### src/rtl/seq_counter_pkg.sv
// Shared definitions for the mode-selectable sequence counter:
// counting-mode encodings and the binary-to-Gray helper.
package seq_counter_pkg;

  localparam int MAX_WIDTH = 32;

  typedef enum logic [1:0] {
    MODE_UP       = 2'b00,
    MODE_DOWN     = 2'b01,
    MODE_PINGPONG = 2'b10,
    MODE_GRAY     = 2'b11
  } mode_e;

  // Callers size the argument up to MAX_WIDTH and cast the result back down.
  function automatic logic [MAX_WIDTH-1:0] bin2gray(input logic [MAX_WIDTH-1:0] b);
    return b ^ (b >> 1);
  endfunction

endpackage

### src/rtl/bin2gray_enc.sv
// Purely combinational WIDTH-bit binary to Gray encoder.
module bin2gray_enc
  import seq_counter_pkg::*;
#(
  parameter int WIDTH = 3
) (
  input  logic [WIDTH-1:0] bin,
  output logic [WIDTH-1:0] gray
);

  assign gray = WIDTH'(bin2gray(MAX_WIDTH'(bin)));

endmodule

### src/rtl/mode_seq_counter.sv
// Parametrised sequence counter with UP, DOWN, PINGPONG and GRAY modes,
// parallel load, direction flag and a registered one-cycle wrap pulse.
module mode_seq_counter
  import seq_counter_pkg::*;
#(
  parameter int WIDTH   = 3,
  parameter int MAX_VAL = 7
) (
  input  logic             clk,
  input  logic             rst,
  input  logic             en,
  input  logic             load,
  input  logic [WIDTH-1:0] load_val,
  input  logic [1:0]       mode,
  output logic [WIDTH-1:0] countreg,
  output logic             dir,
  output logic             wrap
);

  localparam logic [WIDTH-1:0] MAXV = WIDTH'(MAX_VAL);

  if (WIDTH < 2 || WIDTH > MAX_WIDTH) begin : g_bad_width
    $error("mode_seq_counter: WIDTH must be in 2..%0d", MAX_WIDTH);
  end

  if (MAX_VAL < 1 || longint'(MAX_VAL) > ((longint'(1) << WIDTH) - 1)) begin : g_bad_max
    $error("mode_seq_counter: MAX_VAL must be in 1..2**WIDTH-1");
  end

  logic [WIDTH-1:0] cnt;
  logic [WIDTH-1:0] cnt_next;
  logic [WIDTH-1:0] gray_next;
  logic             dir_next;
  logic             wrap_next;

  // Load saturates to MAX_VAL so cnt can never leave 0..MAX_VAL.
  always_comb begin
    cnt_next  = cnt;
    dir_next  = dir;
    wrap_next = 1'b0;
    if (load) begin
      cnt_next = (load_val > MAXV) ? MAXV : load_val;
      dir_next = 1'b1;
    end else if (en) begin
      case (mode_e'(mode))
        MODE_UP, MODE_GRAY: begin
          dir_next = 1'b1;
          if (cnt == MAXV) begin
            cnt_next  = '0;
            wrap_next = 1'b1;
          end else begin
            cnt_next = cnt + 1'b1;
          end
        end
        MODE_DOWN: begin
          dir_next = 1'b0;
          if (cnt == '0) begin
            cnt_next  = MAXV;
            wrap_next = 1'b1;
          end else begin
            cnt_next = cnt - 1'b1;
          end
        end
        MODE_PINGPONG: begin
          if (dir && cnt == MAXV) begin
            cnt_next  = MAXV - 1'b1;
            dir_next  = 1'b0;
            wrap_next = 1'b1;
          end else if (!dir && cnt == '0) begin
            cnt_next  = WIDTH'(1);
            dir_next  = 1'b1;
            wrap_next = 1'b1;
          end else if (dir) begin
            cnt_next = cnt + 1'b1;
          end else begin
            cnt_next = cnt - 1'b1;
          end
        end
      endcase
    end
  end

  bin2gray_enc #(.WIDTH(WIDTH)) u_enc (
    .bin  (cnt_next),
    .gray (gray_next)
  );

  // countreg is encoded from cnt_next so it tracks the post-edge count directly.
  always_ff @(posedge clk) begin
    if (rst) begin
      cnt      <= '0;
      countreg <= '0;
      dir      <= 1'b1;
      wrap     <= 1'b0;
    end else begin
      cnt      <= cnt_next;
      countreg <= (mode_e'(mode) == MODE_GRAY) ? gray_next : cnt_next;
      dir      <= dir_next;
      wrap     <= wrap_next;
    end
  end

endmodule

### config.mk
export PLATFORM = sky130hd
export DESIGN_NAME = mode_seq_counter
export DESIGN_NICKNAME = d
export VERILOG_FILES = /design/src/rtl/seq_counter_pkg.sv /design/src/rtl/bin2gray_enc.sv /design/src/rtl/mode_seq_counter.sv
export SDC_FILE = /design/constraint.sdc
export NUM_CORES = 1
export LEC_CHECK = 0
export CAP_MARGIN = 0
export CELL_PAD_IN_SITES_DETAIL_PLACEMENT = 0
export CELL_PAD_IN_SITES_GLOBAL_PLACEMENT = 2
export CORE_AREA = 5 5 60 62
export DETAILED_ROUTE_END_ITERATION = 10
export DIE_AREA = 0 0 65 67
export MAX_ROUTING_LAYER = met4
export PLACE_DENSITY_LB_ADDON = 0.12
export SLEW_MARGIN = 20
export SYNTH_ARGS = -nofsm -noshare
export SYNTH_HDL_FRONTEND = slang
export SYNTH_HIERARCHICAL = 1
export SYNTH_SLANG_ARGS = --single-unit
export TNS_END_PERCENT = 50
### constraint.sdc
create_clock -name clk -period 1.95 [get_ports clk]
set_clock_uncertainty 0.15 [all_clocks]
set_input_delay 0.195 -clock clk [delete_from_list [all_inputs] [get_ports clk]]
set_output_delay 0.195 -clock clk [all_outputs]
set_load 0.1 [all_outputs]
==> impl_metrics.py, run 1 <==
metrics = {
    "pwr": {
        "p_switching_uw": 256,
        "p_leak_nw": 0.521,
        "internal_power_uw": 395,
        "pwr-share-comb_pct": 50.7,
        "p_sw_share_pct": 39.3,
        "peakVddDrop_mv": 0.284,
        "clock_power_share_pct": 20.0,
        "powerDensity_nw_per_um2": 543,
        "p_seq_share_pct": 29.2,
    },
    "worst_hold_path": {
        "worstHoldStart": "load",
        "min_path_cells": 4,
        "hold_path_end": "dir",
        "hold_path.class": "primary input to flip-flop",
    },
    "sta": {
        "slew_violations": 0,
        "final_hold_viol_count": 0,
        "slew_headroom_pct": 73.6,
        "worstMarginPinSlew_ns": 0.395,
        "rsz0062_at_grt": "true",
        "setup_viol": 1,
        "fmax_mhz": 498,
        "timing.final.crit_period_ns": 2.01,
        "finalCritPeriodShare_pct": 103,
        "layout_setup_ws_ns": -0.0591,
        "fin_setup_tns_ns": -0.0591,
    },
    "global_routing": {
        "antenna_found_initial": 0,
        "grt_pass1_vias": 837,
        "grt_start_max_net_pins": 11,
        "overflow": 0,
        "grt_use_total_pct": 12.0,
        "grt_pass1_wl_mm": 3.86,
    },
    "placement": {
        "post-dp-hpwl_mm": 1.76,
        "portBuffers": 13,
        "pre_cts_ws_ns": -0.607,
        "gp_congestion": 0.863,
    },
    "setup_path": {
        "startpoint": "cnt[1]",
        "end_kind": "flip-flop",
        "arrival_ns": 2.00,
        "reg2reg_slack_ns": -0.06,
        "worstPathCellList": "inv_4, ha_4, a311o_1, a41oi_2, nand2_2, xor2_1, nand2_1, nor2_1, a21oi_1, o21ai_1",
        "reg2reg_depth": 10,
        "cp.required_ns": 1.94,
        "worstReg2RegStart": "cnt[1]",
        "startpoint_type": "flip-flop",
        "reg2reg_to": "countreg[1]",
        "slowest_stage": "dfxtp_4",
        "slowest_delay_ns": 0.38,
        "critPathTopFamily": "compound AO/OA/AOI/OAI gates",
        "critical_path_buf_inv_count": 1,
        "crit_fanout": 4,
        "critical_path_class": "flip-flop to flip-flop",
    },
    "synth": {
        "yosys_warnings": 6,
        "yosysMostFrequentCell": "inv_1",
        "ys.flop_type": "dfxtp_1",
        "syn_area_per_cell_um2": 8.15,
        "synth.area.top_cells": "dfxtp_1 (21%), ha_1 (12%), inv_1 (5.0%), nor2_1 (4.0%), a2111oi_4 (3.7%)",
        "syn_inst": 92,
        "post_synth_instance_area_um2": 749,
        "postSynth.asyncResetShare_pct": 0,
        "synth_cell_type_count": 38,
        "synth_top_area_share_pct": 21.4,
        "synth_edf_count": 0,
        "yosys.area.top_type": "dfxtp_1",
        "ys_seq_elements": 8,
        "synthTopCellsByCount": "inv_1 (10), dfxtp_1 (8), nor2_1 (8)",
        "yosysSeqAreaShare_pct": 21.4,
        "synth_fp_nets": 108,
    },
    "route": {
        "drt_first_pass_iters": 4,
        "drt_wl_total_mm": 2.25,
        "route.detailed.drc": 0,
        "drt_iter0_drc": 30,
        "ant_nets": 0,
        "via_per_inst": 4.78,
        "wl_per_cell_um": 13.8,
        "num_vias": 779,
    },
    "clocking": {
        "cts_sinks": 8,
        "clock_latency_ns": 0.26,
        "clkTransAtPathRegs_ns": 0.06,
        "clockBufferDepth": 2,
        "numCtsBuffers": 3,
        "tritoncts": "yes",
        "htree_num_levels": 1,
        "cts_root_buffer": "clkbuf_4",
    },
    "floorplanning": {
        "die_x_um": 65,
        "die_h_um": 67,
        "io_pins": 14,
        "start_util_pct": 25.2,
        "rows": 20,
        "core_um2": 2980,
        "die-area_um2": 4360,
    },
    "final_layout": {
        "diodes": 0,
        "nNetsFinal": 148,
        "fillerInstances": 319,
        "syn_to_final_growth_pct": 59.9,
        "multi_input_area_um2": 604,
        "seqCellArea_um2": 171,
        "drive_gt1_share_pct": 44.6,
    },
    "run_status": {
        "status": "finished with violations",
        "violations": "setup timing",
    },
    "run": {
        "cap_violations": 0,
    },
}
## cells in the final DEF, fill, tap and decap left out, types with 2 or more instances in the layout
cell	n
a21o_1	3
a21oi_1	5
a221oi_1	2
a31oi_1	2
buf_4	30
clkbuf_4	3
clkdlybuf4s50_1	5
dfxtp_1	5
dfxtp_4	3
dlygate4sd2_1	2
ha_1	4
ha_4	3
inv_1	7
inv_2	2
nand2_1	3
nand2b_1	2
nand3_1	2
nor2_1	6
nor2_2	2
nor2b_1	2
nor3_1	2
nor3b_1	2
o211ai_1	2
o21ai_0	3
xor2_1	2
## worst reg2reg max path, delay by kind of cell (launching register included)
kind                     cells  cell delay, ns
XOR/XNOR                     1            0.16
adder cells (fa/ha/maj)      1            0.24
buffers and inverters        1            0.05
AO/OA/AOI/OAI                4            0.70
flip-flops                   1            0.38
AND/OR/NAND/NOR              3            0.20
## cell families (layout without fill, tap and decap cells)
| logic type | count (synthesis) | in the layout | share of synthesized area (%) |
|---|---|---|---|
| compound gates | 32 | 32 | 35.7 |
| simple gates | 28 | 28 | 19.9 |
| buf+inv | 15 | 53 | 9.02 |
| flops | 8 | 8 | 21.4 |
| fa+ha+maj | 7 | 7 | 11.7 |
| xor+xnor | 2 | 2 | 2.34 |
## per-layer routing
metal | up-vias | track usage [%] | routed length, µm
met4 | 0 | 5.54 | 23
met2 | 5 | 19.8 | 1080
li1 | 410 | - | -
met5 | - | - | 0
met1 | 362 | 14.2 | 1110
met3 | 2 | 2.19 | 37
## power by group through the flow
stage                     logic [mW]  registers, mW  clock network (mW)
after floorplan                0.139          0.246                   0
after global placement         0.315          0.193                   0
after detailed placement       0.312          0.193                   0
after CTS                      0.325          0.190               0.136
after global routing           0.358          0.192               0.149
final                          0.330          0.190               0.130
## worst max path at each step
stage,end,cells past startpoint
2_1_floorplan,countreg[1],10
3_5_place_dp,countreg[1],12
4_1_cts,countreg[1],10
6_report,countreg[1],10
5_1_grt,countreg[1],10
3_3_place_gp,countreg[1],12
## state kept, by name (all words and copies together), names as in the netlist
name / count
countreg: 3
cnt: 3
dir: 1
wrap: 1
## stage by stage
| step | util, % | std cells | power [mW] | hold slack [ns] | area [µm²] |
|---|---|---|---|---|---|
| 2_1_floorplan | - | 92 | 0.386 | 0.210 | 808 |
| 3_3_place_gp | 37.8 | 158 | 0.508 | 0.417 | 1120 |
| 3_5_place_dp | 37.8 | 158 | 0.505 | 0.421 | 1120 |
| 4_1_cts | 39.7 | 163 | 0.651 | 0.349 | 1180 |
| 5_1_grt | 40.3 | 163 | 0.699 | 0.376 | 1200 |
| 6_report | 40.3 | 163 | 0.651 | 0.363 | 1200 |
## layout make-up
class | instances | area share [%]
clock buffers | 3 | 1.88
inverters | 10 | 3.34
multi-input cells | 69 | 50.4
flip-flops and latches | 8 | 14.3
well taps | 33 | 3.44
repair buffers | 40 | 26.6
## what timing repair did
| action | 4_1_cts | 5_1_grt |
|---|---|---|
| setup endpoints to repair | 4 | 3 |
| cloned | 1 | 0 |
| pin swaps | 5 | 2 |
| hold buffers | 0 | 0 |
| gates resized for setup | 13 | 4 |
| setup buffers | 1 | 0 |
(Power assumes the default switching activity.)
==> run 2, diff against run 1 <==
CTS_CLUSTER_DIAMETER = 80   (was not set)
clock period = 1.8 ns   (was 1.95 ns; I/O delays follow)
==> run 2 against run 1 <==
  * The flow still finishes with violations (setup timing)
  * Routed wire length is 3.7% higher
  * Worst setup slack worse by 0.14 ns
  * Sequential share of layout area is 1.2 points lower
  * Power is 15% higher
  * Clock power is 9% higher
  * Global-route usage hardly changed
  * Flip-flop and latch count stayed put
  * Die area stayed put
  * Critical endpoint unchanged
  * Largest cell class unchanged
  * Largest power group unchanged
  * Highest routed layer unchanged
==> impl_metrics.py, run 2 (same netlist as run 1, synthesis figures left out) <==
metrics = {
    "sta": {
        "fin_setup_tns_ns": -0.462,
        "slew_violations": 0,
        "timing.final.crit_period_ns": 2.00,
        "worstMarginPinSlew_ns": 0.421,
        "setup_viol": 3,
        "rsz0062_at_grt": "true",
        "fin_hold_ws_ns": 0.401,
        "final_hold_viol_count": 0,
        "layout_setup_ws_ns": -0.196,
        "slew_headroom_pct": 71.9,
        "finalCritPeriodShare_pct": 111,
        "fmax_mhz": 501,
    },
    "pwr": {
        "p_switching_uw": 292,
        "powerDensity_nw_per_um2": 576,
        "p_seq_share_pct": 28.0,
        "internal_power_uw": 459,
        "peakVddDrop_mv": 0.349,
        "clock_power_share_pct": 18.9,
        "pwr-share-comb_pct": 53.1,
        "p_sw_share_pct": 38.9,
        "power_uw": 750,
        "p_leak_nw": 0.558,
    },
    "floorplanning": {
        "die_h_um": 67,
        "core_um2": 2980,
        "die-area_um2": 4360,
        "start_util_pct": 25.2,
        "rows": 20,
        "io_pins": 14,
        "die_x_um": 65,
    },
    "final_layout": {
        "nNetsFinal": 150,
        "largest_registers": "cnt (3), countreg (3)",
        "drive_gt1_share_pct": 47.0,
        "fin_cells": 165,
        "diodes": 0,
        "syn_to_final_growth_pct": 74.0,
        "final_cell_mix": "buf_4 (29), inv_1 (7), nor2_1 (7)",
        "utilization_pct": 43.8,
        "final_common_cell": "buf_4",
    },
    "setup_path": {
        "reg2reg_depth": 10,
        "slowest_delay_ns": 0.35,
        "end_kind": "flip-flop",
        "startpoint": "mode[1]",
        "worstPathCellList": "dlygate4sd2_1, ha_4, a21boi_2, a311o_1, a41oi_2, nand2_2, xor2_1, nand2_1, nor2_1, a21oi_1, o21ai_1",
        "critical_path_class": "primary input to flip-flop",
        "reg2reg_slack_ns": -0.20,
        "cp.required_ns": 1.79,
        "worstReg2RegStart": "cnt[0]",
        "cp-endpoint": "countreg[1]",
        "reg2reg_to": "countreg[1]",
        "arrival_ns": 1.99,
        "crit_fanout": 5,
        "startpoint_type": "primary input",
        "slowest_stage": "a311o_1",
    },
    "clocking": {
        "clkTransAtPathRegs_ns": 0.06,
        "cts_root_buffer": "clkbuf_4",
        "tritoncts": "yes",
        "numCtsBuffers": 3,
        "htree_num_levels": 1,
        "cts_hold_buf": 0,
        "clockBufferDepth": 2,
        "cts_sinks": 8,
        "clock_latency_ns": 0.25,
    },
    "placement": {
        "gp_congestion": 0.890,
        "portBuffers": 13,
        "post-dp-hpwl_mm": 1.90,
        "place_inst": 157,
    },
    "route": {
        "wl_per_cell_um": 14.2,
        "num_vias": 789,
        "drt_iter0_drc": 19,
        "via_per_inst": 4.78,
        "drt_wl_total_mm": 2.34,
        "drt_first_pass_iters": 4,
        "route.detailed.drc": 0,
        "ant_nets": 0,
    },
    "global_routing": {
        "overflow": 0,
        "grt_pass1_wl_mm": 3.82,
        "antenna_found_initial": 0,
        "grt_use_total_pct": 12.1,
        "grt_pass1_vias": 798,
        "grt_start_max_net_pins": 11,
    },
    "run_status": {
        "status": "finished with violations",
        "violations": "setup timing",
    },
    "worst_hold_path": {
        "hold_path.class": "primary input to flip-flop",
    },
    "run": {
        "cap_violations": 0,
    },
}
==> run 2: final cells by class <==
type / instances / area, µm²
clock buffers: 3 / 22.5
multi-input cells: 69 / 632
repair buffers: 42 / 394
fillers: 299 / 1670
inverters: 10 / 42.5
well taps: 33 / 41.3
flip-flops and latches: 8 / 171
==> run 2: power by group through the flow <==
stage / Sequential [mW] / Combinational, mW / Clock, mW
after floorplan: 0.267 / 0.152 / 0
after global placement: 0.212 / 0.358 / 0
after detailed placement: 0.212 / 0.357 / 0
after CTS: 0.210 / 0.391 / 0.152
after global routing: 0.211 / 0.426 / 0.165
final: 0.210 / 0.399 / 0.142
==> run 2: per-layer routing <==
| layer | global-route usage [%] | up-vias | part of all wire [%] |
|---|---|---|---|
| li1 | - | 415 | - |
| met1 | 14.8 | 356 | 48 |
| met2 | 19.9 | 16 | 48 |
| met3 | 1.69 | 2 | 3.3 |
| met4 | 4.75 | 0 | 0.81 |
| met5 | - | - | 0 |
==> run 2: stage by stage <==
| stage | worst slack [ns] | cell area (µm²) |
|---|---|---|
| floorplan | -0.108 | 808 |
| global placement | -0.648 | 1180 |
| detailed placement | -0.704 | 1180 |
| CTS | -0.176 | 1280 |
| global route | -0.326 | 1300 |
| finish | -0.196 | 1300 |
==> run 2: how the worst min path moves through the flow <==
stage,start,to,slack [ns],depth (start not counted)
2_1_floorplan,en,wrap,0.19,2
3_3_place_gp,countreg[0],countreg[0],0.50,1
3_5_place_dp,dir,dir,0.49,3
4_1_cts,load,dir,0.39,4
5_1_grt,en,dir,0.46,4
6_report,load,dir,0.40,4
==> run 2: repair_timing <==
action | 4_1_cts | 5_1_grt
pin swaps | 11 | 1
setup endpoints to repair | 5 | 3
setup buffers | 4 | 1
gates resized for setup | 17 | 3
==> run 2: critical path: cells and delay by family <==
kind | cells | cell delay [ns]
compound gates | 5 | 0.93
buf+inv | 1 | 0.29
fa+ha+maj | 1 | 0.25
simple gates | 3 | 0.19
xor+xnor | 1 | 0.14
==> run 3, diff against run 2 <==
CORE_AREA = 5 5 57 59   (was 5 5 60 62)
DIE_AREA = 0 0 62 64   (was 0 0 65 67)
clock period = 2.1 ns   (was 1.8 ns; I/O delays follow)
==> run 3 against run 2 <==
  * The run now ends clean
  * Clock power down 6%
  * Critical path depth down 1
  * Flip-flop and latch count unchanged
  * Global-route usage up 0.61 points
  * Routed wire length down 7.7%
  * First-iteration DRC count down 53%
  * Worst setup slack better by 0.27 ns
  * Largest cell class unchanged
==> impl_metrics.py, run 3 (same netlist as run 1, synthesis figures left out) <==
metrics = {
    "route": {
        "drt_wl_total_mm": 2.16,
        "wl_per_cell_um": 12.8,
        "num_vias": 831,
        "via_per_inst": 4.95,
        "drt_iter0_drc": 9,
        "drt_first_pass_iters": 4,
        "ant_nets": 0,
        "route.detailed.drc": 0,
    },
    "clocking": {
        "clkTransAtPathRegs_ns": 0.07,
        "clock_latency_ns": 0.26,
        "tritoncts": "yes",
        "clockBufferDepth": 2,
        "cts_sinks": 8,
        "htree_num_levels": 1,
        "numCtsBuffers": 3,
        "cts_root_buffer": "clkbuf_4",
    },
    "pwr": {
        "power_uw": 618,
        "p_leak_nw": 0.564,
        "powerDensity_nw_per_um2": 500,
        "peakVddDrop_mv": 0.262,
    },
    "global_routing": {
        "grt_pass1_vias": 852,
        "grt_pass1_wl_mm": 3.75,
        "grt_use_total_pct": 12.7,
        "overflow": 0,
        "grt_start_max_net_pins": 11,
        "antenna_found_initial": 0,
    },
    "setup_path": {
        "slowest_delay_ns": 0.39,
        "crit_fanout": 4,
        "critical_path_class": "flip-flop to flip-flop",
        "cp.required_ns": 2.09,
        "end_kind": "flip-flop",
        "startpoint_type": "flip-flop",
        "slowest_stage": "dfxtp_4",
        "arrival_ns": 2.02,
        "worstPathCellList": "inv_4, ha_4, a311o_1, a41oi_2, nand2_2, xor2_1, nand2_1, nor2_1, a21oi_1, o21ai_1",
    },
    "sta": {
        "finalCritPeriodShare_pct": 96.6,
        "layout_setup_ws_ns": 0.0709,
        "final_hold_viol_count": 0,
        "timing.final.crit_period_ns": 2.03,
        "fmax_mhz": 493,
        "rsz0062_at_grt": "true",
        "slew_headroom_pct": 74.0,
        "fin_setup_tns_ns": 0,
        "fin_hold_ws_ns": 0.273,
        "worstMarginPinSlew_ns": 0.389,
        "setup_viol": 0,
        "slew_violations": 0,
    },
    "final_layout": {
        "seqCellArea_um2": 171,
        "utilization_pct": 46.4,
        "multi_input_area_um2": 589,
        "diodes": 0,
        "syn_to_final_growth_pct": 64.9,
        "final_cell_mix": "buf_4 (38), inv_1 (7), nor2_1 (6)",
        "drive_gt1_share_pct": 47.4,
        "fillerInstances": 287,
        "nNetsFinal": 154,
        "largest_registers": "cnt (3), countreg (3)",
        "final_common_cell": "buf_4",
    },
    "floorplanning": {
        "rows": 19,
        "die_x_um": 62,
        "core_um2": 2660,
        "die_h_um": 64,
        "start_util_pct": 28.1,
        "die-area_um2": 3970,
        "io_pins": 14,
    },
    "placement": {
        "pre_cts_ws_ns": -0.619,
        "gp_congestion": 0.856,
        "portBuffers": 13,
        "post-dp-hpwl_mm": 1.71,
    },
    "worst_hold_path": {
        "hold_path.class": "primary input to flip-flop",
    },
    "run": {
        "cap_violations": 0,
    },
    "run_status": {
        "status": "finished, final reports clean",
    },
}
run 3: changes by cell type in the layout (fill, tap and decap cells not counted), sizes merged:
cell / delta
clkdlybuf4s15: -1
dlymetal6s2s: +2
buf: +4
clkbuf: +1
dlygate4sd2: -1
run 3: repair_timing:
item	CTS	global route
resized for setup	10	15
pin swaps	2	4
hold buffers	0	0
setup endpoints to repair	2	2
setup buffers	1	3
run 3: critical path, delay by kind of cell, from the launching register on:
kind,cells,cell delay (ns)
fa+ha+maj,1,0.21
buf+inv,1,0.05
compound gates,4,0.76
flops,1,0.39
xor+xnor,1,0.16
simple gates,3,0.20
run 3: cell type report:
class | instances | area share [%]
repair buffers | 46 | 29.8
well taps | 31 | 3.14
flip-flops and latches | 8 | 13.9
inverters | 10 | 3.44
multi-input cells | 69 | 47.7
clock buffers | 4 | 2.13
run 3: per-stage QoR:
| stage | instances | instance area (µm²) |
|---|---|---|
| detailed placement | 160 | 1100 |
| global route | 168 | 1240 |
| finish | 168 | 1240 |
| floorplan | 92 | 757 |
| global placement | 160 | 1100 |
| CTS | 165 | 1170 |
run 3: routing by layer:
| layer | vias to the layer above | global-route usage (%) | share of wire, % | wire length (µm) |
|---|---|---|---|---|
| met1 | 392 | 16.9 | 45 | 974 |
| met4 | 0 | 3.98 | 0.56 | 12 |
| met2 | 10 | 18.9 | 51 | 1100 |
| met5 | - | - | 0 | 0 |
| met3 | 2 | 2.41 | 3.3 | 71 |
| li1 | 427 | - | - | - |
run 3: worst paths after layout:
kind	startpoint	endpoint	slack (ns)	cells after the start
worst max-delay path	cnt[0]	countreg[1]	0.07	10
worst max register to register	cnt[0]	countreg[1]	0.07	10
worst min register to register	dir	dir	0.43	2
worst min-delay path	load	dir	0.27	4
run 3: power breakdown:
part	switching (mW)	internal [mW]
clock	0.0612	0.0731
combinational	0.166	0.144
sequential	0.0114	0.163
